`src/rtl/bus_reg_bank.sv`:
```
// Multi-register bus bank with valid/ready command port, zero/carry flags.
// Optional BUSREG_SAT_EN: INC/DEC saturate instead of wrapping.
module bus_reg_bank #(
    parameter int  WIDTH    = 8,
    parameter int  NUM_REGS = 4,
    localparam int AW       = $clog2(NUM_REGS)
) (
    input  logic             clk,
    input  logic             rst_n,
    input  logic             cmd_valid,
    output logic             cmd_ready,
    input  logic [2:0]       cmd_op,
    input  logic [AW-1:0]    cmd_dst,
    input  logic [AW-1:0]    cmd_src,
    input  logic [WIDTH-1:0] bus_in,
    input  logic [AW-1:0]    rd_sel,
    input  logic             n_out_en,
    output logic [WIDTH-1:0] bus_out,
    output logic             wr_done,
    output logic             zero,
    output logic             carry
);

    localparam logic [2:0] OP_LOAD = 3'b001;
    localparam logic [2:0] OP_INC  = 3'b010;
    localparam logic [2:0] OP_DEC  = 3'b011;
    localparam logic [2:0] OP_CLR  = 3'b100;
    localparam logic [2:0] OP_MOVE = 3'b101;

    typedef enum logic {
        IDLE,
        MOVE_WR
    } state_t;

    state_t             state_q, state_d;
    logic [WIDTH-1:0]   regs_q [NUM_REGS];
    logic [WIDTH-1:0]   temp_q;
    logic [AW-1:0]      mdst_q;
    logic               wr_done_q, zero_q, carry_q;

    logic               accept;
    logic               we;
    logic [AW-1:0]      wdst;
    logic [WIDTH-1:0]   wdata;
    logic               wcarry;
    logic [WIDTH-1:0]   cur;

    assign cmd_ready = (state_q == IDLE);
    assign accept    = cmd_valid && cmd_ready;
    assign cur       = regs_q[cmd_dst];

    always_comb begin
        state_d = state_q;
        we      = 1'b0;
        wdst    = cmd_dst;
        wdata   = '0;
        wcarry  = 1'b0;
        case (state_q)
            IDLE: begin
                if (accept) begin
                    case (cmd_op)
                        OP_LOAD: begin
                            we    = 1'b1;
                            wdata = bus_in;
                        end
                        OP_INC: begin
                            we     = 1'b1;
                            wcarry = (cur == '1);
`ifdef BUSREG_SAT_EN
                            wdata  = wcarry ? cur : cur + WIDTH'(1);
`else
                            wdata  = cur + WIDTH'(1);
`endif
                        end
                        OP_DEC: begin
                            we     = 1'b1;
                            wcarry = (cur == '0);
`ifdef BUSREG_SAT_EN
                            wdata  = wcarry ? cur : cur - WIDTH'(1);
`else
                            wdata  = cur - WIDTH'(1);
`endif
                        end
                        OP_CLR: begin
                            we = 1'b1;
                        end
                        OP_MOVE: begin
                            state_d = MOVE_WR;
                        end
                        default: ;
                    endcase
                end
            end
            MOVE_WR: begin
                we      = 1'b1;
                wdst    = mdst_q;
                wdata   = temp_q;
                state_d = IDLE;
            end
            default: state_d = IDLE;
        endcase
    end

    always_ff @(posedge clk or negedge rst_n) begin
        if (!rst_n) begin
            state_q   <= IDLE;
            temp_q    <= '0;
            mdst_q    <= '0;
            wr_done_q <= 1'b0;
            zero_q    <= 1'b0;
            carry_q   <= 1'b0;
            for (int i = 0; i < NUM_REGS; i++) regs_q[i] <= '0;
        end else begin
            state_q   <= state_d;
            wr_done_q <= we;
            if (accept && cmd_op == OP_MOVE) begin
                temp_q <= regs_q[cmd_src];
                mdst_q <= cmd_dst;
            end
            if (we) begin
                regs_q[wdst] <= wdata;
                zero_q       <= (wdata == '0);
                carry_q      <= wcarry;
            end
        end
    end

    assign bus_out = n_out_en ? '0 : regs_q[rd_sel];
    assign wr_done = wr_done_q;
    assign zero    = zero_q;
    assign carry   = carry_q;

endmodule

```
`config.mk`:
```
export PLATFORM = sky130hd
export DESIGN_NAME = bus_reg_bank
export DESIGN_NICKNAME = d
export VERILOG_FILES = /design/src/rtl/bus_reg_bank.sv
export SDC_FILE = /design/constraint.sdc
export NUM_CORES = 1
export LEC_CHECK = 0
export ABC_AREA = 0
export BUFFER_PORTS_ARGS = -buffer_cell sky130_fd_sc_hd__buf_2
export CAP_MARGIN = 5
export CORE_UTILIZATION = 40
export CTS_CLUSTER_DIAMETER = 120
export DETAILED_ROUTE_END_ITERATION = 16
export SYNTH_ARGS = -nofsm -noshare
export SYNTH_HDL_FRONTEND = slang
export SYNTH_SLANG_ARGS = --single-unit
```
`constraint.sdc`:
```
create_clock -name clk -period 4.1 [get_ports clk]
set_clock_uncertainty 0.05 [all_clocks]
set_input_delay 0.205 -clock clk [delete_from_list [all_inputs] [get_ports clk]]
set_output_delay 0.205 -clock clk [all_outputs]
set_load 0.005 [all_outputs]
```
==> key figures, run 1 <==
Logic synthesis
  – Async SR Flop Fraction: 1.00
  – EDFF count, synth: 0
  – Xor/xnor cell area share of the yosys netlist: 0.0146
  – Syn_area_per_cell: 12.6 µm²
  – Synth Flop Type: dfrtp_1
  – Synth unique cells: 51
  – Complex-gate fraction of the synthesized area: 0.107
  – Post-Synth Simple-Gate Area: 0.0978
  – Syn Inst Count: 237
  – Syn_nets: 265
  – Sequential fraction of the synthesis area: 0.384
  – Mux contribution to synthesized area: 0.341
  – Synthesis-stage register bit count: 46
  – Synth Warn #: 0
  – Synthesized cell area: 2990 µm²
  – Yosys top cell area share: 0.384
  – Synth area leaders: dfrtp_1 (38%), mux4_2 (17%), mux2_2 (15%)
  – Area leader, netlist: dfrtp_1
  – Largest family of logic cells by synthesized area: multiplexers
  – Synth Area in Adders: 0.0318

Setup path
  – Crit path kind: reg2reg
  – RR Endpoint: zero
  – Worst r2r src: regs_q[9]
  – Worst setup SP type: flip-flop
  – CP Max Fanout: 5
  – Worst EP arrival: 3.42 ns
  – Critical Path Sink Type: flip-flop
  – Reg2reg setup slack: 0.84 ns
  – WP data required: 4.27 ns
  – R2R depth: 8

Layout
  – Cell Count, Final, Fillers Out: 364
  – ANT cells: 0
  – Final Instance Area: 3310 µm²
  – Area Overhead vs Synth: 10.7%
  – Most common cell after layout, fill and taps aside: dfrtp_1
  – Final net count: 293
  – Commonest cells after routing, fill and taps aside: dfrtp_1 (46), mux2_2 (41), buf_2 (32)
  – Layout cells sized above 1: 0.419

Detailed routing
  – Vias: 2133
  – Post-DR vias/cell: 5.86
  – DRC: 0
  – Initial DRC count: 189
  – WL/cell: 20.1 µm
  – Post-DRT Antenna Nets: 0
  – Pre-antenna DRT Iters: 4
  – Drt total wl: 7320 µm

STA
  – Setup ws final: 0.844 ns
  – Hold Fails Final Rpt: 0
  – Slew Viols, Final: 0
  – Slew headroom: 0.281
  – Crit share post-route: 0.794
  – Slew @ Worst Pin: 1.07 ns
  – Fmax: 307 MHz
  – RSZ-0062 raised after global routing: no
  – Final critical-path required period: 3.26 ns
  – Final setup viols: 0
  – Worst hold slack: 0.0316 ns
  – Setup Total Neg Slack: 0 ns

Die
  – Initial Util: 0.413
  – Die ar.: 7830 µm²
  – Core footprint: 7250 µm²
  – Chip width: 88.5 µm
  – # rows: 31
  – Ports: 33
  – Die Height: 88.5 µm

Clock network
  – CTS tree: done
  – Clk sinks: 46
  – Worst-Skew Late Latency: 0.30 ns
  – Max clock buf depth: 2
  – Clock transition at path regs: 0.09 ns
  – CTS H-Tree Depth: 2
  – Cts hold-fix bufs: 0
  – Post-CTS Setup Repair Bufs: 0
  – Post-CTS resize count: 0
  – Total CTS buffers: 5
  – Root buf cell: clkbuf_8

Job
  – Max-cap viol count: 0

Status
  – Status: completed

Power and ir drop
  – Maximum vdd drop: 130 µV
  – Leakage: 1.50 nW
  – P per Cell Area: 350 nW/µm²

GRT
  – Total GRT Usage: 0.204
  – Largest net degree at the start of global routing: 47
  – First-pass GRT wire length: 11600 µm
  – Number of global-route vias before repair: 2083
  – Initial antenna violation count: 0
  – Congestion Overflow GR: 0

Place
  – Placed cells: 357
  – Placed inst area: 3230 µm²
  – Dpl hpwl: 5460 µm
  – IO Port Bufs: 32
  – GPL Wtd Cong: 0.929
  – Setup slack at placement: 0.616 ns

Min path
  – Worst Hold Class: in2async
==> cell type report <==
class,count,area [µm²]
tap,99,124
fill,692,3940
clock inverter,1,7.51
timing repair buffer,32,160
clock buffer,6,72.6
multi-input combinational,173,1770
sequential,46,1150
inverter,7,26.3
==> where the power goes <==
part	leakage, nW	switching (mW)	total (mW)	internal, mW
Combinational	0.842	0.143	0.309	0.166
Sequential	0.622	0.0592	0.578	0.519
Clock	0.0373	0.157	0.274	0.117
==> cells in the mapped netlist (all sizes together) (3+ instances only) <==
master	count
mux4	23
a31oi	3
mux2i	3
o21ai	9
ha	6
nand2	8
nor2	4
a211oi	3
nor3	4
nor2b	11
xor2	3
mux2	41
dfrtp	46
clkbuf	8
inv	7
a21o	3
a22oi	5
nand3	6
buf	3
nand3b	3
a21oi	6
==> flip-flops by register name (all words and copies together), names as in the netlist <==
register and count:
carry 1, mdst_q 2, regs_q 32, state_q 1
temp_q 8, wr_done 1, zero 1
==> metal layers <==
| metal | GRT usage | vias to the layer above | share of wire |
|---|---|---|---|
| met1 | 0.292 | 1064 | 0.47 |
| met2 | 0.315 | 76 | 0.47 |
| met4 | 0.0704 | 0 | 0.020 |
| met5 | 0 | - | 0 |
| li1 | - | 981 | - |
| met3 | 0.0326 | 12 | 0.049 |
==> worst max-delay path, stage by stage, from the launching register on <==
cell     delay, ns
dfrtp_1       0.43
mux4_2        0.54
fa_1          0.45
a211o_1       0.32
a21o_1        0.17
a21o_1        0.19
or4_1         0.50
or3_1         0.34
o32ai_2       0.19
==> worst max path at each step <==
stage / startpoint / end / slack, ns / cells past startpoint
3_5_place_dp: cmd_dst[0] / zero / 0.62 / 9
3_3_place_gp: cmd_dst[0] / zero / 0.66 / 9
2_1_floorplan: cmd_dst[0] / zero / 0.88 / 9
4_1_cts: regs_q[9] / zero / 0.86 / 8
5_1_grt: regs_q[0] / zero / 0.68 / 9
6_report: regs_q[9] / zero / 0.84 / 8
==> cell families after synthesis <==
| kind of cell | after synthesis |
|---|---|
| buffers and inverters | 18 |
| AO/OA/AOI/OAI | 43 |
| adder cells (fa/ha/maj) | 7 |
| multiplexers | 67 |
| flip-flops | 46 |
| XOR/XNOR | 5 |
| AND/OR/NAND/NOR | 51 |
==> through the flow <==
stage	power, mW	utilization
after floorplan	0.797	-
after global placement	0.891	0.446
after detailed placement	0.896	0.446
after CTS	1.17	0.457
after global routing	1.22	0.457
final	1.16	0.457
Note: power is estimated with default switching activity, not from simulation.
==> inputs of run 2 (changes only) <==
Clock period 4.1 ns to 2.8 ns, I/O delays scaled along.
==> run 2 against run 1 <==
Against the previous run:
- the run now ends with negative hold slack, negative setup slack left
- critical path type unchanged
- fmax increased by 8.4%
- sequential power is 43% higher
- routed wire length grew 8.8%
- clock power rose by 87%
- worst setup slack worse by 1.0 ns
- combinational power up 100%
- highest routed layer unchanged
==> key figures, run 2 (synthesis gave the netlist of run 1 again) <==
Status
  – Status: complete, but fails checks
  – Violations in the final reports: negative hold slack, negative setup slack

Setup path
  – WP data required: 2.96 ns (-1.31 ns)
  – CP Max Fanout: 2 (-3)
  – Critical path, cell by cell: mux4_2 -> fa_2 -> a211o_1 -> a21o_1 -> a21o_1 -> or4_1 -> or3_1 -> o32ai_2
  – R2R depth: 8 (unchanged)
  – Worst setup SP type: flip-flop
  – Crit path kind: reg2reg
  – Max stage delay on crit path: 0.49 ns (-0.05 ns)
  – Critical Path Sink Type: flip-flop
  – Most frequent CP cell: a21o_1
  – CP top delay family: simple AND/OR/NAND/NOR gates
  – Crit path depth: 8 (unchanged)
  – Crit path buf inv count: 0 (unchanged)
  – Worst EP arrival: 3.16 ns (-0.26 ns)
  – CP max-delay cell: mux4_2

Die
  – Ports: 33 (unchanged)
  – Die ar.: 7830 µm² (unchanged)
  – # rows: 31 (unchanged)
  – Core footprint: 7250 µm² (unchanged)
  – Chip width: 88.5 µm (unchanged)
  – Initial Util: 0.413 (unchanged)
  – Die Height: 88.5 µm (unchanged)

STA
  – Slew @ Worst Pin: 1.07 ns (+0.000429 ns)
  – Setup ws final: -0.202 ns (-1.05 ns)
  – Crit share post-route: 1.07 (+0.278)
  – Hold Fails Final Rpt: 31 (+31)
  – Worst hold slack: -0.0176 ns (-0.0492 ns)
  – Slew headroom: 0.285 (+0.00401)
  – Fmax: 333 MHz (+8.4%)
  – Final critical-path required period: 3.00 ns (-0.253 ns)
  – RSZ-0062 raised after global routing: yes
  – Final setup viols: 1 (+1)
  – Slew Viols, Final: 0 (unchanged)

GRT
  – Total GRT Usage: 0.220 (+0.0159)
  – First-pass GRT wire length: 12800 µm (+10%)
  – Congestion Overflow GR: 0 (unchanged)
  – Largest net degree at the start of global routing: 47 (unchanged)
  – Initial antenna violation count: 0 (unchanged)
  – Number of global-route vias before repair: 2481 (+19%)

Detailed routing
  – Post-DRT Antenna Nets: 0 (unchanged)
  – Pre-antenna DRT Iters: 4 (unchanged)
  – Initial DRC count: 194 (+2.6%)
  – WL/cell: 18.8 µm (-6.4%)
  – Post-DR vias/cell: 5.54 (-5.4%)
  – Vias: 2344 (+9.9%)
  – DRC: 0 (unchanged)
  – Drt total wl: 7960 µm (+8.8%)

Clock network
  – Clk sinks: 46 (unchanged)
  – Root buf cell: clkbuf_8
  – CTS tree: done
  – Cts hold-fix bufs: 0 (unchanged)
  – Clock transition at path regs: 0.09 ns (about the same)
  – Max clock buf depth: 2 (unchanged)
  – Worst-Skew Late Latency: 0.30 ns (about the same)
  – CTS H-Tree Depth: 2 (unchanged)
  – Total CTS buffers: 5 (unchanged)

Power and ir drop
  – Leakage: 1.82 nW (+21%)
  – Total chip power: 1.97 mW (+70%)
  – Maximum vdd drop: 186 µV (+43%)
  – P per Cell Area: 514 nW/µm² (+47%)

Layout
  – Commonest cells after routing, fill and taps aside: buf_4 (58), dfrtp_1 (46), mux2_2 (41)
  – Largest regs: regs_q (32), temp_q (8), mdst_q (2)
  – Most common cell after layout, fill and taps aside: buf_4
  – Area Overhead vs Synth: 27.9%
  – ANT cells: 0 (unchanged)
  – Max reg flops: 32 (unchanged)
  – Largest Register: regs_q
  – Fin util: 0.528 (+0.0711)
  – Layout cells sized above 1: 0.546 (+0.127)
  – Final net count: 351 (+20%)

Job
  – Max-cap viol count: 0 (unchanged)

Place
  – IO Port Bufs: 32 (unchanged)
  – Dpl hpwl: 6010 µm (+10%)
  – GPL Wtd Cong: 0.858 (-7.6%)

Min path
  – Worst Hold Class: in2async
run 2: cell count changes in the layout (fill, tap and decap cells not counted), sizes merged:
cell / delta
bufinv: +1
clkinvlp: -1
buf: +58
clkbuf: -1
clkinv: +1
inv: +1
run 2: routing by layer:
metal / routed length (µm) / global-route usage
met5: 0 / 0
met4: 74 / 0.0587
met3: 208 / 0.0215
met2: 3840 / 0.359
met1: 3840 / 0.314
run 2: final timing paths:
path | startpoint | end | slack, ns
worst max-delay path | regs_q[9] | zero | -0.20
worst min-delay path | rst_n | temp_q[5] | -0.02
worst max register to register | regs_q[9] | zero | -0.20
worst min register to register | zero | zero | 0.46
max in group asynchronous | rst_n | temp_q[2] | 2.06
min in group clk | bus_in[5] | zero | 0.22
run 2: where the power goes:
group,switching (mW),internal [mW]
Clock,0.244,0.268
Sequential,0.0669,0.760
Combinational,0.266,0.365
Total,0.576,1.39
run 2: cell type report:
cell class | instances | area (µm²)
Fill cell | 660 | 3420
Multi-Input combinational cell | 173 | 1820
Sequential cell | 46 | 1150
Timing Repair Buffer | 90 | 596
Tap cell | 99 | 124
Clock buffer | 5 | 68.8
Clock inverter | 3 | 43.8
Inverter | 7 | 26.3
run 2: per-stage QoR:
step	std cells	hold slack [ns]	cell area, µm²	TNS, ns	setup WS, ns
after CTS	423	0.0213	3800	-0.199	-0.199
after detailed placement	414	0.357	3660	-2.40	-0.307
after global placement	414	0.349	3660	-2.09	-0.277
after global routing	423	0.0514	3830	-0.455	-0.293
final	423	-0.0176	3830	-0.202	-0.202
after floorplan	237	-0.206	3000	-0.223	-0.223
run 2: what timing repair did:
action,4_1_cts,5_1_grt
setup endpoints to repair,9,17
pin swaps,1,2
gates resized for setup,3,6
buffers inserted,1,0
==> inputs of run 3 (changes only) <==
Settings changed: CORE_ASPECT_RATIO from default to 0.7, CORE_MARGIN from default to 2.
Clock period 2.8 ns to 3.25 ns, I/O delays scaled along.
==> run 3 against run 2 <==
Against the previous run:
- the flow now finishes without violations
- via count fell by 5.2%
- worst setup slack improved by 0.36 ns
- register-to-register slack gained 0.36 ns
- routed wire length is 6.4% lower
- first-iteration DRC count shrank 54%
- final area fell by 10%
- count of clock-buffer cells in the layout grew 2
- clock power shrank 29%
- non-clock buffer count decreased by 43
- total power fell by 23%
- critical path type unchanged
==> key figures, run 3 (synthesis gave the netlist of run 1 again) <==
GRT
  – Initial antenna violation count: 0 (unchanged)
  – Number of global-route vias before repair: 2226 (-10%)
  – First-pass GRT wire length: 12500 µm (-2.3%)
  – Total GRT Usage: 0.200 (-0.0196)
  – Congestion Overflow GR: 0 (unchanged)
  – Largest net degree at the start of global routing: 47 (unchanged)

Die
  – Core footprint: 7290 µm² (+0.47%)
  – Die ar.: 8200 µm² (+4.7%)
  – # rows: 26 (-16%)
  – Ports: 33 (unchanged)
  – Die Height: 76.4 µm (-14%)
  – Chip width: 107 µm (+21%)
  – Initial Util: 0.411 (-0.00191)

Clock network
  – Total CTS buffers: 5 (unchanged)
  – Cts hold-fix bufs: 0 (unchanged)
  – CTS tree: done
  – Worst-Skew Late Latency: 0.30 ns (about the same)
  – CTS H-Tree Depth: 2 (unchanged)
  – Clk sinks: 46 (unchanged)
  – Root buf cell: clkbuf_8
  – Clock transition at path regs: 0.09 ns (about the same)
  – Max clock buf depth: 2 (unchanged)

Layout
  – Final Instance Area: 3440 µm² (-10%)
  – Area Overhead vs Synth: 14.9%
  – Largest Register: regs_q
  – Final net count: 308 (-12%)
  – Most common cell after layout, fill and taps aside: dfrtp_1
  – Largest regs: regs_q (32), temp_q (8), mdst_q (2)
  – Max reg flops: 32 (unchanged)
  – Layout cells sized above 1: 0.456 (-0.0908)
  – ANT cells: 0 (unchanged)
  – Commonest cells after routing, fill and taps aside: dfrtp_1 (46), mux2_2 (41), buf_2 (32)
  – Fill count: 669 (+1.4%)

Detailed routing
  – Pre-antenna DRT Iters: 4 (unchanged)
  – Vias: 2222 (-5.2%)
  – Drt total wl: 7450 µm (-6.4%)
  – Post-DR vias/cell: 5.86 (+5.8%)
  – DRC: 0 (unchanged)
  – Initial DRC count: 90 (-54%)
  – Post-DRT Antenna Nets: 0 (unchanged)
  – WL/cell: 19.7 µm (+4.5%)

Setup path
  – Crit path kind: reg2reg
  – Max stage delay on crit path: 0.51 ns (+0.02 ns)
  – CP top delay family: simple AND/OR/NAND/NOR gates
  – Worst r2r src: regs_q[25]
  – Critical Path Sink Type: flip-flop
  – Crit path buf inv count: 0 (unchanged)
  – Most frequent CP cell: a21o_1
  – Worst EP arrival: 3.25 ns (+0.09 ns)
  – CP Max Fanout: 4 (+2)
  – WP data required: 3.41 ns (+0.45 ns)
  – Critical path, cell by cell: mux4_2 -> fa_2 -> a211o_1 -> a21o_1 -> a21o_1 -> or4_1 -> or3_1 -> o32ai_2
  – Worst setup SP type: flip-flop
  – Origin of the worst setup path: regs_q[25]
  – CP max-delay cell: or4_1

Place
  – Placed inst area: 3350 µm² (-8.7%)
  – Dpl hpwl: 5630 µm (-6.3%)
  – IO Port Bufs: 32 (unchanged)
  – GPL Wtd Cong: 0.866 (+0.89%)

STA
  – Slew @ Worst Pin: 1.07 ns (-0.00564 ns)
  – Setup Total Neg Slack: 0 ns (+0.202 ns)
  – RSZ-0062 raised after global routing: no
  – Hold Fails Final Rpt: 0 (-100%)
  – Slew Viols, Final: 0 (unchanged)
  – Fmax: 323 MHz (-2.9%)
  – Final critical-path required period: 3.09 ns (+0.0906 ns)
  – Crit share post-route: 0.952 (-0.121)
  – Slew headroom: 0.289 (+0.00376)
  – Final setup viols: 0 (-1)

Status
  – Status: completed

Power and ir drop
  – Leakage: 1.59 nW (-13%)
  – Maximum vdd drop: 184 µV (-1.1%)
  – P per Cell Area: 440 nW/µm² (-14%)

Min path
  – Worst Hold Class: in2async

Job
  – Max-cap viol count: 0 (unchanged)
## run 3: worst paths after layout
check / to / slack, ns / cells past startpoint
min in group clk: zero / 0.34 / 5
max in group asynchronous: regs_q[0] / 2.48 / 1
max: zero / 0.16 / 8
min reg2reg: temp_q[6] / 0.47 / 1
min: carry / 0.003 / 1
max reg2reg: zero / 0.16 / 8
## run 3: layer usage
metal | wire length [µm] | global-route usage
met3 | 526 | 0.0496
met4 | 68 | 0.0372
met1 | 3620 | 0.317
met5 | 0 | 0
met2 | 3240 | 0.278
## run 3: cell type report
class                      count  area (µm²)  area share
sequential                    46        1150       0.335
inverter                       7        26.3     0.00764
clock buffer                   7        86.3      0.0251
tap                           98         123      0.0356
clock inverter                 1        5.00     0.00146
timing repair buffer          47         273      0.0793
multi-input combinational    173        1780       0.516
## run 3: what timing repair did
item	4_1_cts	5_1_grt
buffers inserted	0	0
endpoints found under the setup margin	0	1
endpoints found under the hold margin	0	0
resized for setup	0	1
## run 3: through the flow
stage / setup slack, ns / std cells / utilization / power, mW / hold slack [ns]
final: 0.157 / 379 / 0.472 / 1.51 / 0.00261
after global routing: 0.0482 / 379 / 0.472 / 1.62 / 0.0836
after CTS: 0.106 / 379 / 0.472 / 1.54 / 0.0481
after detailed placement: 0.0314 / 371 / 0.459 / 1.16 / 0.380
after global placement: 0.0860 / 371 / 0.459 / 1.16 / 0.358
after floorplan: 0.0715 / 237 / - / 1.00 / -0.183
## run 3: worst register-to-register path, stage by stage (launching register included)
cell and delay [ns]:
dfrtp_1 0.41, mux4_2 0.50, fa_2 0.38, a211o_1 0.29, a21o_1 0.16, a21o_1 0.16
or4_1 0.51, or3_1 0.34, o32ai_2 0.20
## run 3: power by group
group	switching (mW)	leakage [nW]	internal, mW
sequential	0.0704	0.622	0.655
clock	0.190	0.0482	0.172
combinational	0.192	0.917	0.235
